File: src/rtl/tournament_chooser_pkg.sv
// Shared types, sizes and counter helpers for the tournament predictor chooser table.
package tournament_pkg;

  typedef logic [1:0] chooser_ctr_t;

  localparam int unsigned CHOOSER_IDX_W = 8;
  localparam chooser_ctr_t CTR_INIT = 2'b01;

  typedef enum logic {INIT, RUN} chooser_state_t;

  function automatic chooser_ctr_t sat_inc(chooser_ctr_t c);
    return (c == 2'b11) ? c : c + 2'b01;
  endfunction

  function automatic chooser_ctr_t sat_dec(chooser_ctr_t c);
    return (c == 2'b00) ? c : c - 2'b01;
  endfunction

endpackage

File: src/rtl/tournament_chooser_if.sv
// Lookup and update channels between fetch/predict (master) and the chooser controller (slave).
interface tournament_chooser_if #(
  parameter int unsigned PC_W = 32
) ();
  import tournament_pkg::*;

  logic            pred_valid;
  logic [PC_W-1:0] pred_pc;
  logic            pred_ready;
  logic            pred_resp_valid;
  chooser_ctr_t    pred_ctr;
  logic            pred_use_global;

  logic            upd_valid;
  logic [PC_W-1:0] upd_pc;
  chooser_ctr_t    upd_ctr;
  logic            upd_local_correct;
  logic            upd_global_correct;

  modport master (
    output pred_valid, pred_pc, upd_valid, upd_pc, upd_ctr, upd_local_correct, upd_global_correct,
    input  pred_ready, pred_resp_valid, pred_ctr, pred_use_global
  );

  modport slave (
    input  pred_valid, pred_pc, upd_valid, upd_pc, upd_ctr, upd_local_correct, upd_global_correct,
    output pred_ready, pred_resp_valid, pred_ctr, pred_use_global
  );

endinterface

File: src/rtl/tournament_chooser.sv
// Chooser table controller: init sweep, lookups, saturating updates and write-to-read bypass.
// Define TOURNAMENT_CHOOSER_PERF_EN to build the perf_global_cnt / perf_write_cnt counters.
module tournament_chooser
  import tournament_pkg::*;
#(
  parameter int unsigned  IDX_W    = CHOOSER_IDX_W,
  parameter int unsigned  PC_W     = 32,
  parameter chooser_ctr_t CTR_INIT = tournament_pkg::CTR_INIT
) (
  input  logic                 clk,
  input  logic                 rst,
  tournament_chooser_if.slave  bus,
  output logic                 init_done,
  output logic                 sram_wcsb,
  output logic [IDX_W-1:0]     sram_waddr,
  output chooser_ctr_t         sram_wdata,
  output logic                 sram_rcsb,
  output logic [IDX_W-1:0]     sram_raddr,
  input  chooser_ctr_t         sram_rdata,
  output logic [31:0]          perf_global_cnt,
  output logic [31:0]          perf_write_cnt
);

  chooser_state_t   state_q, state_d;
  logic [IDX_W-1:0] init_idx_q, init_idx_d;
  logic             resp_valid_q;
  logic             byp_hit_q;
  chooser_ctr_t     byp_data_q;

  logic [PC_W-1:0]  pred_pc, upd_pc;
  logic [IDX_W-1:0] pred_idx, upd_idx;
  logic             running, accept, upd_en, wr_en;
  chooser_ctr_t     upd_nxt, resp_ctr;
  logic             unused_pc;

  assign pred_pc   = bus.pred_pc;
  assign upd_pc    = bus.upd_pc;
  assign pred_idx  = pred_pc[IDX_W+1:2];
  assign upd_idx   = upd_pc[IDX_W+1:2];
  assign unused_pc = ^{pred_pc[PC_W-1:IDX_W+2], pred_pc[1:0], upd_pc[PC_W-1:IDX_W+2], upd_pc[1:0]};

  always_comb begin
    running = (state_q == RUN);
    accept  = running & bus.pred_valid;
    upd_en  = running & bus.upd_valid & (bus.upd_local_correct != bus.upd_global_correct);
    upd_nxt = bus.upd_global_correct ? sat_inc(bus.upd_ctr) : sat_dec(bus.upd_ctr);
    // A saturated counter would be rewritten with its own value, so skip the write.
    wr_en   = upd_en & (upd_nxt != bus.upd_ctr);
  end

  always_comb begin
    state_d    = state_q;
    init_idx_d = init_idx_q;
    sram_wcsb  = 1'b1;
    sram_waddr = upd_idx;
    sram_wdata = upd_nxt;
    unique case (state_q)
      INIT: begin
        sram_wcsb  = 1'b0;
        sram_waddr = init_idx_q;
        sram_wdata = CTR_INIT;
        init_idx_d = init_idx_q + 1'b1;
        if (&init_idx_q) state_d = RUN;
      end
      RUN: begin
        sram_wcsb = ~wr_en;
      end
      default: state_d = INIT;
    endcase
  end

  always_ff @(posedge clk) begin
    if (rst) begin
      state_q      <= INIT;
      init_idx_q   <= '0;
      resp_valid_q <= 1'b0;
      byp_hit_q    <= 1'b0;
      byp_data_q   <= '0;
    end else begin
      state_q      <= state_d;
      init_idx_q   <= init_idx_d;
      resp_valid_q <= accept;
      // The macro returns the pre-write value when read and write hit the same edge.
      byp_hit_q    <= accept & wr_en & (upd_idx == pred_idx);
      byp_data_q   <= upd_nxt;
    end
  end

  assign sram_rcsb  = ~accept;
  assign sram_raddr = pred_idx;
  assign resp_ctr   = resp_valid_q ? (byp_hit_q ? byp_data_q : sram_rdata) : '0;

  assign bus.pred_ready      = running;
  assign bus.pred_resp_valid = resp_valid_q;
  assign bus.pred_ctr        = resp_ctr;
  assign bus.pred_use_global = resp_ctr[1];
  assign init_done           = running;

`ifdef TOURNAMENT_CHOOSER_PERF_EN
  logic [31:0] global_cnt_q, write_cnt_q;

  always_ff @(posedge clk) begin
    if (rst) begin
      global_cnt_q <= '0;
      write_cnt_q  <= '0;
    end else begin
      if (resp_valid_q && resp_ctr[1]) global_cnt_q <= global_cnt_q + 32'd1;
      if (wr_en) write_cnt_q <= write_cnt_q + 32'd1;
    end
  end

  assign perf_global_cnt = global_cnt_q;
  assign perf_write_cnt  = write_cnt_q;
`else
  assign perf_global_cnt = '0;
  assign perf_write_cnt  = '0;
`endif

endmodule
File: src/flat_wrapper.sv
// flat-port wrapper written by rule: the top's interface ports become plain ports
module tournament_chooser_flat import tournament_pkg::*;
#(
  parameter int unsigned  IDX_W    = CHOOSER_IDX_W,
  parameter int unsigned  PC_W     = 32,
  parameter chooser_ctr_t CTR_INIT = tournament_pkg::CTR_INIT
)
  (clk, rst, init_done, sram_wcsb, sram_waddr, sram_wdata, sram_rcsb, sram_raddr, sram_rdata, perf_global_cnt, perf_write_cnt, bus_pred_valid, bus_pred_pc, bus_upd_valid, bus_upd_pc, bus_upd_ctr, bus_upd_local_correct, bus_upd_global_correct, bus_pred_ready, bus_pred_resp_valid, bus_pred_ctr, bus_pred_use_global);
  tournament_chooser_if #(.PC_W(PC_W)) bus_i ();
  input  logic clk;
  input  logic rst;
  output logic init_done;
  output logic sram_wcsb;
  output logic [IDX_W-1:0] sram_waddr;
  output chooser_ctr_t sram_wdata;
  output logic sram_rcsb;
  output logic [IDX_W-1:0] sram_raddr;
  input  chooser_ctr_t sram_rdata;
  output logic [31:0] perf_global_cnt;
  output logic [31:0] perf_write_cnt;
  input wire logic [$bits(bus_i.pred_valid)-1:0] bus_pred_valid;
  input wire logic [$bits(bus_i.pred_pc)-1:0] bus_pred_pc;
  input wire logic [$bits(bus_i.upd_valid)-1:0] bus_upd_valid;
  input wire logic [$bits(bus_i.upd_pc)-1:0] bus_upd_pc;
  input wire logic [$bits(bus_i.upd_ctr)-1:0] bus_upd_ctr;
  input wire logic [$bits(bus_i.upd_local_correct)-1:0] bus_upd_local_correct;
  input wire logic [$bits(bus_i.upd_global_correct)-1:0] bus_upd_global_correct;
  output wire logic [$bits(bus_i.pred_ready)-1:0] bus_pred_ready;
  output wire logic [$bits(bus_i.pred_resp_valid)-1:0] bus_pred_resp_valid;
  output wire logic [$bits(bus_i.pred_ctr)-1:0] bus_pred_ctr;
  output wire logic [$bits(bus_i.pred_use_global)-1:0] bus_pred_use_global;
  assign bus_i.pred_valid = bus_pred_valid;
  assign bus_i.pred_pc = bus_pred_pc;
  assign bus_i.upd_valid = bus_upd_valid;
  assign bus_i.upd_pc = bus_upd_pc;
  assign bus_i.upd_ctr = bus_upd_ctr;
  assign bus_i.upd_local_correct = bus_upd_local_correct;
  assign bus_i.upd_global_correct = bus_upd_global_correct;
  assign bus_pred_ready = bus_i.pred_ready;
  assign bus_pred_resp_valid = bus_i.pred_resp_valid;
  assign bus_pred_ctr = bus_i.pred_ctr;
  assign bus_pred_use_global = bus_i.pred_use_global;
  tournament_chooser #(.IDX_W(IDX_W), .PC_W(PC_W), .CTR_INIT(CTR_INIT)) u_core (.clk(clk), .rst(rst), .bus(bus_i), .init_done(init_done), .sram_wcsb(sram_wcsb), .sram_waddr(sram_waddr), .sram_wdata(sram_wdata), .sram_rcsb(sram_rcsb), .sram_raddr(sram_raddr), .sram_rdata(sram_rdata), .perf_global_cnt(perf_global_cnt), .perf_write_cnt(perf_write_cnt));
endmodule
File: config.mk
export PLATFORM = sky130hd
export DESIGN_NAME = tournament_chooser_flat
export DESIGN_NICKNAME = d
export VERILOG_FILES = /design/src/rtl/tournament_chooser_pkg.sv /design/src/rtl/tournament_chooser_if.sv /design/src/rtl/tournament_chooser.sv /design/src/flat_wrapper.sv
export SDC_FILE = /design/constraint.sdc
export NUM_CORES = 1
export LEC_CHECK = 0
export BUFFER_PORTS_ARGS = -buffer_cell sky130_fd_sc_hd__buf_2
export CORE_ASPECT_RATIO = 1.2
export CORE_MARGIN = 2
export CORE_UTILIZATION = 32
export CTS_CLUSTER_SIZE = 14
export DETAILED_ROUTE_END_ITERATION = 12
export PLACE_DENSITY = 0.79
export SYNTH_ARGS = -nofsm -noshare
export SYNTH_HDL_FRONTEND = slang
export SYNTH_SLANG_ARGS = --single-unit
File: constraint.sdc
create_clock -name clk -period 3.3 [get_ports clk]
set_clock_uncertainty 0.15 [all_clocks]
set_input_delay 0.66 -clock clk [delete_from_list [all_inputs] [get_ports clk]]
set_output_delay 0.66 -clock clk [all_outputs]
set_load 0.05 [all_outputs]
### After elaboration in Yosys (flattened, before gate mapping)

Cells that the tools add are included.

* $add $sub $neg: 3
* bitwise gates (word level): 9
* reductions and logical operators: 2
* magnitude comparators: 0
* equality and inequality tests: 4
* shifts and indexed selects: 0
* $mul: 0
* div/mod/pow operators: 0
* muxes and demuxes: 10

Operator list (count)
* $mux W2: 6
* $add A8 B1 Y8 const B: 1
* $eq A8 B8 Y1: 1
* $mux W8: 1
* $reduce_and A8 Y1: 1
* $and A1 B1 Y1: 6
* $not A1 Y1: 3
* $add A2 B1 Y2 const B: 1
* $eq A2 B2 Y1 const B: 1
* $logic_not A2 Y1: 1
* $mux W1: 2
* $ne A2 B2 Y1: 1
* $pmux W1 S2: 1
* $sub A2 B1 Y2 const B: 1
* $ne A1 B1 Y1: 1

* bits in latches: 0
* logic and storage cells: 33
* output and inout port bits: 90
* bits in writable memories: 0
* flip-flop bits (word level): 13
* memory bits (read-only): 0
* memories kept: 0
* input port bits: 74

### Depth between registers and ports, before layout

Gate-level depths: netlist of run 1.

* word-level depth: 7
* gate-level depth with buffers: 4
* gate-level depth less buffers: 4

### Least setup slack after synthesis of run 1

No wires, ideal clock.

* path kind: register -> output
* start: register u_core.state_q (netlist: u_core.bus.pred_ready)
* end: output port sram_wcsb
* arrival time: 1.896 ns
* cell stages (with the launch flop): 5
* path slack: 0.594 ns
* buffers on the path: 2
* data required time: 2.490 ns
* path through: dfxtp_1 buf_6 buf_2 inv_1 a21oi_1

* cells in the longest elaborated chain, start to end: 5
* elaborated cells between the ends (all ways): 6
* those cells by class: mux (1); bitwise (5)

Ends and longest elaborated chain
* from (decl): line tournament_chooser.sv:24 `chooser_state_t state_q, state_d;`
* from (signal assigned): line tournament_chooser.sv:80 `state_q <= state_d;`
* $and A1 B1 Y1 (2 in a row): line tournament_chooser.sv:45 `upd_en = running & bus.upd_valid & (bus.upd_local_correct != bus.upd_global_correct);`
* $and A1 B1 Y1: line tournament_chooser.sv:48 `wr_en = upd_en & (upd_nxt != bus.upd_ctr);`
* $not A1 Y1: line tournament_chooser.sv:66 `sram_wcsb = ~wr_en;`
* $pmux W1 S2 (*): line tournament_chooser.sv:57 `unique case (state_q)`
* to (decl): line flat_wrapper.sv:13 `output logic sram_wcsb;`

Mark *: on every way between the ends. The rest lies on a longest branch, timed or not.

### Final worst setup path of run 1

* start: register u_core.state_q (netlist: u_core.bus.pred_ready)
* end: output port sram_waddr[4]

* cells in the longest elaborated chain, start to end: 1

Ends and longest elaborated chain
* $mux W8: line tournament_chooser.sv:57
* to (decl): line flat_wrapper.sv:14 `output logic [IDX_W-1:0] sram_waddr;`

Every way passes these cells.

==> flow_summary.ini, run 1 <==
[cells_and_area]
final_cell_mix = conb_1 (64), buf_2 (51), dfxtp_1 (13), xor2_1 (11), mux2_2 (8)
stdcell_area_um2 = 1370
fin_nets = 279
finalNonFillerCells = 257
final_common_cell = conb_1
drive_gt1_frac = 0.325
area_delta_synth_final_pct = 2.14
nFillCells = 458
ff_latch_area_um2 = 260
multiInputGateArea_um2 = 732
n_antenna_cell = 0

[critical_path]
worstSetupEndpointType = output port
worstPathCellList = mux2_2 > buf_2
required_ns = 2.49
crit_arrival_ns = 1.66
crit_path_top_delay_cell = dfxtp_1
worstPathMaxFanout = 20
crit_type = reg -> out
critPathMaxStageDelay_ns = 0.79
start_kind = flip-flop
reg2reg_depth = 3

[placed_design]
dp.cells = 253
placed_cell_area_um2 = 1330
place.gp.congestion = 0.762
hpwl_um = 2130
io_buffer_count = 51

[drt]
num_vias = 980
vias_per_cell = 3.81
wl_per_cell_um = 9.67
ant_nets = 0
drt-initial-drc-count = 12
finalWirelength_um = 2480
firstDrtPassIters = 3
drc = 0

[timing]
tightest_slew_ns = 0.739
hold_slack_ns = 0.358
rsz0062_at_grt = false
slew_viol_final = 0
fmax_ghz = 0.405
fin_tns_setup_ns = 0
setup_violations = 0
finalHoldViolations = 0
finalCritPeriodShare = 0.748
min_period_ns = 2.47
slew-limit-headroom = 0.507

[clock_tree]
clk_path_buf_depth = 2
post_cts_buffers = 0
ctsHtreeMaxLevel = 1
cts_buffers = 3
hold_buffers = 0
clk_pin_slew_ns = 0.06
cts_tree = yes
post_cts_resized = 0
cts.sinks = 13
root_buffer = clkbuf_8
clk_latency_ns = 0.24

[synth]
synth_cell_types = 30
yosys_warnings = 0
syn_inst = 162
synth-seq-cells = 13
ys.flop_type = dfxtp_1
synth.avg_cell_area_um2 = 8.29
syn-cell-area_um2 = 1340
synth-edff-count = 0
yosysSeqAreaShare = 0.194
async_flop_share = 0

[global_routing]
gr-total-overflow = 0
track_usage = 0.0958
grt_first_pass_wirelength_um = 3400
grt_start_max_net_pins = 21
grt_pass1_vias = 776
antenna_found_initial = 0

[die]
io_pins = 164
rows = 25
core_area_um2 = 3970
start_util = 0.338
dieWidth_um = 63.1
die-area_um2 = 4730
die_h_um = 75.0

[pwr]
powerDensity_nw_per_um2 = 401
vdd_drop_max_mv = 0.134
finalPower_mw = 0.550
power_leakage_nw = 0.732

[status]
status = finished clean

[hold_path]
min_path_cells = 2
holdCritPathClass = reg -> reg

[flow_run]
maxCapViolCount = 0
-- sequential cells by signal, indices dropped and copies added (netlist names) --
register	count
u_core.init_idx_q	8
u_core.bus.pred_ready	1
u_core.bus.pred_resp_valid	1
u_core.byp_data_q	2
u_core.byp_hit_q	1
-- power breakdown --
| group | switching [mW] | internal [mW] |
|---|---|---|
| clock network | 0.0531 | 0.0850 |
| logic | 0.214 | 0.0305 |
| registers | 0.00508 | 0.162 |
| total | 0.273 | 0.278 |
-- path summary, 6_finish.rpt --
path	from	slack [ns]	endpoint
worst min register to register	u_core.init_idx_q[7]	0.36	u_core.init_idx_q[7]
worst max register to register	u_core.bus.pred_ready	1.64	u_core.init_idx_q[5]
worst min-delay path	u_core.init_idx_q[7]	0.36	u_core.init_idx_q[7]
worst max-delay path	u_core.bus.pred_ready	0.83	sram_waddr[4]
-- Yosys cell counts (2+ instances only) --
library cell   n  share of area
nand2_1        7          0.020
nor2_1         7          0.020
xor2_1        11          0.072
dfxtp_1       13           0.19
mux2_2         8          0.067
buf_4         74           0.41
mux2i_1        3          0.022
nor2b_1        4          0.019
or3_2          2          0.011
inv_1          3         0.0084
nand4b_1       2          0.013
nor4_1         2         0.0093
a21oi_1        7          0.026
o21ai_0        3          0.011
-- metrics by stage --
step / util / setup slack (ns)
6_report: 0.345 / 0.831
3_3_place_gp: 0.334 / 0.865
3_5_place_dp: 0.334 / 0.838
5_1_grt: 0.345 / 0.655
4_1_cts: 0.345 / 0.805
2_1_floorplan: - / 0.594
-- worst max-delay path: cells and delay by family, from the launching register on --
kind / cells / cell delay (ns)
buffers and inverters: 1 / 0.21
flip-flops: 1 / 0.79
multiplexers: 1 / 0.41
-- cell families after synthesis --
| group | share of synthesized area |
|---|---|
| buffers and inverters | 0.437 |
| and+or+nand+nor | 0.125 |
| AOI/OAI and AO/OA | 0.0568 |
| DFF | 0.194 |
| xor gates and xnor gates | 0.0783 |
| muxes | 0.0895 |
| adders and majority gates | 0.0168 |
| other | 0.00279 |
-- routing by layer --
metal,part of all wire,global-route usage,wire length [um]
met3,0.14,0.0419,336
met4,0.0097,0.0444,24
met2,0.48,0.165,1200
met5,0,0,0
met1,0.37,0.102,926
-- layout make-up --
| cell class | count | area share |
|---|---|---|
| Clock buffer | 4 | 0.0328 |
| Inverter | 3 | 0.00821 |
| Multi-Input combinational cell | 132 | 0.534 |
| Sequential cell | 13 | 0.190 |
| Tap cell | 54 | 0.0493 |
| Timing Repair Buffer | 51 | 0.186 |
No activity file was read; power rests on OpenSTA's default activity.
==> run 2: changes to the inputs <==
Settings changed: CORE_UTILIZATION 32 to 30, PLACE_DENSITY 0.79 to 0.78.
Clock period 3.3 ns to 2.15 ns, I/O delays scaled along.
==> run 2 against run 1 <==
  * Clock power grew 54%
  * Flip-flop and latch count is the same
  * Non-clock buffer count grew 3
  * Count of clock-buffer cells in the layout is the same
  * Setup slack lost 0.68 ns
  * Sequential power grew 54%
  * Critical path depth grew 3
  * Core utilization shrank 1.7 points
  * Largest cell class unchanged
==> flow_summary.ini, run 2 (synthesis results as in run 1) <==
[status]
status = finished clean

[global_routing]
grt_pass1_vias = 882
track_usage = 0.101
antenna_found_initial = 0
grt_start_max_net_pins = 14
grt_first_pass_wirelength_um = 3860
gr-total-overflow = 0

[critical_path]
required_ns = 1.57
crit_type = in -> out
r2r_slack_ns = 0.60
start_kind = input pin
worstPathMaxFanout = 4
worstSetupEndpointType = output port
crit_arrival_ns = 1.42
crit_start = bus_upd_ctr[1]
r2r_start = u_core.init_idx_q[0]

[placed_design]
dp.cells = 258
placed_cell_area_um2 = 1360
post-place-ws_ns = 0.148
io_buffer_count = 51
hpwl_um = 2280
place.gp.congestion = 0.762

[clock_tree]
hold_buffers = 0
cts.sinks = 13
clk_pin_slew_ns = 0.05
clk_path_buf_depth = 2
post_cts_resized = 0
ctsHtreeMaxLevel = 1
post_cts_buffers = 0
clk_latency_ns = 0.24
root_buffer = clkbuf_8
cts_buffers = 3
cts_tree = yes

[hold_path]
worstHoldStart = bus_pred_valid
holdCritPathClass = in -> reg

[timing]
fmax_ghz = 0.500
finalHoldViolations = 0
slew_viol_final = 0
setup_slack_ns = 0.150
finalCritPeriodShare = 0.930
rsz0062_at_grt = false
min_period_ns = 2.00
setup_violations = 0
hold_slack_ns = 0.305

[cells_and_area]
n_antenna_cell = 0
top_regs = u_core.init_idx_q: 8 flops, u_core.byp_data_q: 2 flops
final_cell_mix = conb_1 (64), buf_2 (51), dfxtp_1 (12), xor2_1 (11), mux2_2 (8)
largest_reg_flops = 8
drive_gt1_frac = 0.354
nFillCells = 471
regMostFlops = u_core.init_idx_q
fin_util = 0.328
area_delta_synth_final_pct = 4.85
stdcell_area_um2 = 1410
finalNonFillerCells = 262
fin_nets = 282
final_common_cell = conb_1

[die]
core_area_um2 = 4290
die-area_um2 = 5030
dieWidth_um = 65.1
io_pins = 164
rows = 26
start_util = 0.313
die_h_um = 77.3

[drt]
drc = 0
num_vias = 997
vias_per_cell = 3.81
firstDrtPassIters = 4
ant_nets = 0
finalWirelength_um = 2620
wl_per_cell_um = 9.98
drt-initial-drc-count = 8

[pwr]
power_leakage_nw = 0.748
powerDensity_nw_per_um2 = 604
vdd_drop_max_mv = 0.200

[flow_run]
maxCapViolCount = 0
-- run 2: final timing paths --
check | to | cells past startpoint
worst max-delay path | sram_wcsb | 5
worst min-delay path | u_core.bus.pred_resp_valid | 3
worst max register to register | u_core.init_idx_q[6] | 4
worst min register to register | u_core.init_idx_q[6] | 2
-- run 2: worst max-delay path, stage by stage --
cell and delay, ns:
buf_2 0.12, o21ba_2 0.21, a22o_1 0.25, a21oi_2 0.13
buf_2 0.27
-- run 2: final cells by class --
cell class	instances	area (um^2)	share of cell area
Tap cell	56	70.1	0.0498
Sequential cell	13	262	0.186
Multi-Input combinational cell	132	742	0.527
Inverter	3	11.3	0.00800
Timing Repair Buffer	54	278	0.197
Clock buffer	4	45.0	0.0320
-- run 2: per-stage QoR --
stage | total power, mW | setup TNS [ns]
2_1_floorplan | 0.689 | -0.0675
3_3_place_gp | 0.638 | 0
3_5_place_dp | 0.640 | 0
4_1_cts | 0.861 | 0
5_1_grt | 0.887 | 0
6_report | 0.850 | 0
-- run 2: layer usage --
metal  up-vias  track usage  routed length, um  share of wire
met1       437        0.101                958           0.37
li1        478            -                  -              -
met5         -            0                  0              0
met2        77        0.184               1260           0.48
met3         5       0.0411                357           0.14
met4         0       0.0375                 36          0.014
-- run 2: power by group --
| part | internal, mW | switching, mW | total (mW) |
|---|---|---|---|
| clock | 0.131 | 0.0828 | 0.213 |
| sequential | 0.249 | 0.00814 | 0.257 |
| combinational | 0.0470 | 0.332 | 0.379 |
| total | 0.427 | 0.423 | 0.850 |
==> run 3: changes to the inputs <==
Settings changed: RECOVER_POWER set to 50.
==> run 3 against run 2 <==
  * Critical path depth is the same
  * Maximum frequency down 0.14%
  * Power down 0.32%
  * Flip-flop and latch count stayed put
==> flow_summary.ini, run 3 (synthesis results as in run 1) <==
[status]
status = finished clean

[drt]
vias_per_cell = 3.80
ant_nets = 0
num_vias = 995
drc = 0
wl_per_cell_um = 9.92
firstDrtPassIters = 4
drt-initial-drc-count = 11
finalWirelength_um = 2600

[pwr]
clkPwrFrac = 0.252
seqPwrFrac = 0.303
vdd_drop_max_mv = 0.200
comb_power_share = 0.445
power_leakage_nw = 0.719
internal-power_mw = 0.424
powerDensity_nw_per_um2 = 609
swShare = 0.499
switchingPower_mw = 0.423

[global_routing]
track_usage = 0.101
grt_pass1_vias = 882
grt_first_pass_wirelength_um = 3860
gr-total-overflow = 0
antenna_found_initial = 0
grt_start_max_net_pins = 14

[timing]
hold_slack_ns = 0.304
min_period_ns = 2.00
slew-limit-headroom = 0.587
rsz0062_at_grt = false
fmax_ghz = 0.499
setup_violations = 0
fin_tns_setup_ns = 0
slew_viol_final = 0
tightest_slew_ns = 0.622
finalHoldViolations = 0
finalCritPeriodShare = 0.932

[die]
dieWidth_um = 65.1
die_h_um = 77.3
die-area_um2 = 5030
io_pins = 164
start_util = 0.313
core_area_um2 = 4290
rows = 26

[cells_and_area]
largest_reg_flops = 8
stdcell_area_um2 = 1390
finalNonFillerCells = 262
area_delta_synth_final_pct = 3.54
ff_latch_area_um2 = 262
n_antenna_cell = 0
nFillCells = 480
drive_gt1_frac = 0.301
final_cell_mix = conb_1 (64), buf_2 (41), dfxtp_1 (12), xor2_1 (11), clkbuf_1 (11)
fin_nets = 282
top_regs = u_core.init_idx_q: 8 flops, u_core.byp_data_q: 2 flops
final_common_cell = conb_1
multiInputGateArea_um2 = 737
regMostFlops = u_core.init_idx_q

[critical_path]
worstPathCellList = clkbuf_1 > o21ba_2 > a22o_1 > a21oi_2 > buf_2
crit_type = in -> out
cp_top_family = compound AO/OA/AOI/OAI gates
crit_path_top_delay_cell = buf_2
worstSetupEndpointType = output port
required_ns = 1.57
cp.buffers_inverters = 2
worstPathMaxFanout = 4
critPathMaxStageDelay_ns = 0.27
start_kind = input pin
crit_arrival_ns = 1.42

[placed_design]
placed_cell_area_um2 = 1360
dp.cells = 258
io_buffer_count = 51
place.gp.congestion = 0.762
hpwl_um = 2280

[clock_tree]
root_buffer = clkbuf_8
clk_pin_slew_ns = 0.05
clk_latency_ns = 0.24
cts_buffers = 3
cts.sinks = 13
clk_path_buf_depth = 2
cts_tree = yes
ctsHtreeMaxLevel = 1

[hold_path]
holdCritPathClass = in -> reg

[flow_run]
maxCapViolCount = 0
run 3: cell types whose count changed in the layout (fill, tap and decap cells not counted), sizes merged:
cell,change
buf,-10
clkbuf,+10
run 3: power groups by stage:
stage               clock, mW  combinational, mW  sequential [mW]
floorplan                   0              0.429            0.259
global placement            0              0.376            0.262
detailed placement          0              0.378            0.262
CTS                     0.226              0.379            0.257
global route            0.232              0.395            0.258
finish                  0.213              0.377            0.257
run 3: final timing paths:
kind / cells past startpoint / end / startpoint / slack, ns
worst max register to register: 4 / u_core.init_idx_q[6] / u_core.init_idx_q[0] / 0.60
worst min register to register: 2 / u_core.init_idx_q[6] / u_core.init_idx_q[6] / 0.36
worst min-delay path: 3 / u_core.bus.pred_resp_valid / bus_pred_valid / 0.30
worst max-delay path: 5 / sram_wcsb / bus_upd_ctr[1] / 0.15
run 3: worst register-to-register path, cell delays in order, from the launching register on:
cell and delay, ns:
dfxtp_1 0.41, ha_1 0.23, nand4b_1 0.18, or3_1 0.38, a21oi_1 0.14
run 3: stage by stage:
step	power [mW]	worst slack (ns)	utilization
after CTS	0.861	0.0350	0.328
after global routing	0.884	0.0720	0.324
final	0.847	0.147	0.324
after detailed placement	0.640	0.148	0.317
after global placement	0.638	0.166	0.317
after floorplan	0.689	-0.0338	-
run 3: routing by layer:
layer | vias to the layer above | global-route usage | wire length [um]
li1 | 478 | - | -
met1 | 435 | 0.101 | 945
met2 | 77 | 0.184 | 1260
met3 | 5 | 0.0411 | 360
met4 | 0 | 0.0375 | 36
met5 | - | 0 | 0
run 3: timing repair:
action                                  CTS  global route
setup buffers                             0             0
resized for setup                         0             1
hold buffers                              0             0
endpoints found under the setup margin    0             6
run 3: layout make-up:
class,count,share of cell area
well taps,56,0.0504
inverters,3,0.00810
clock buffers,4,0.0324
multi-input cells,132,0.530
repair buffers,54,0.191
flip-flops and latches,13,0.188
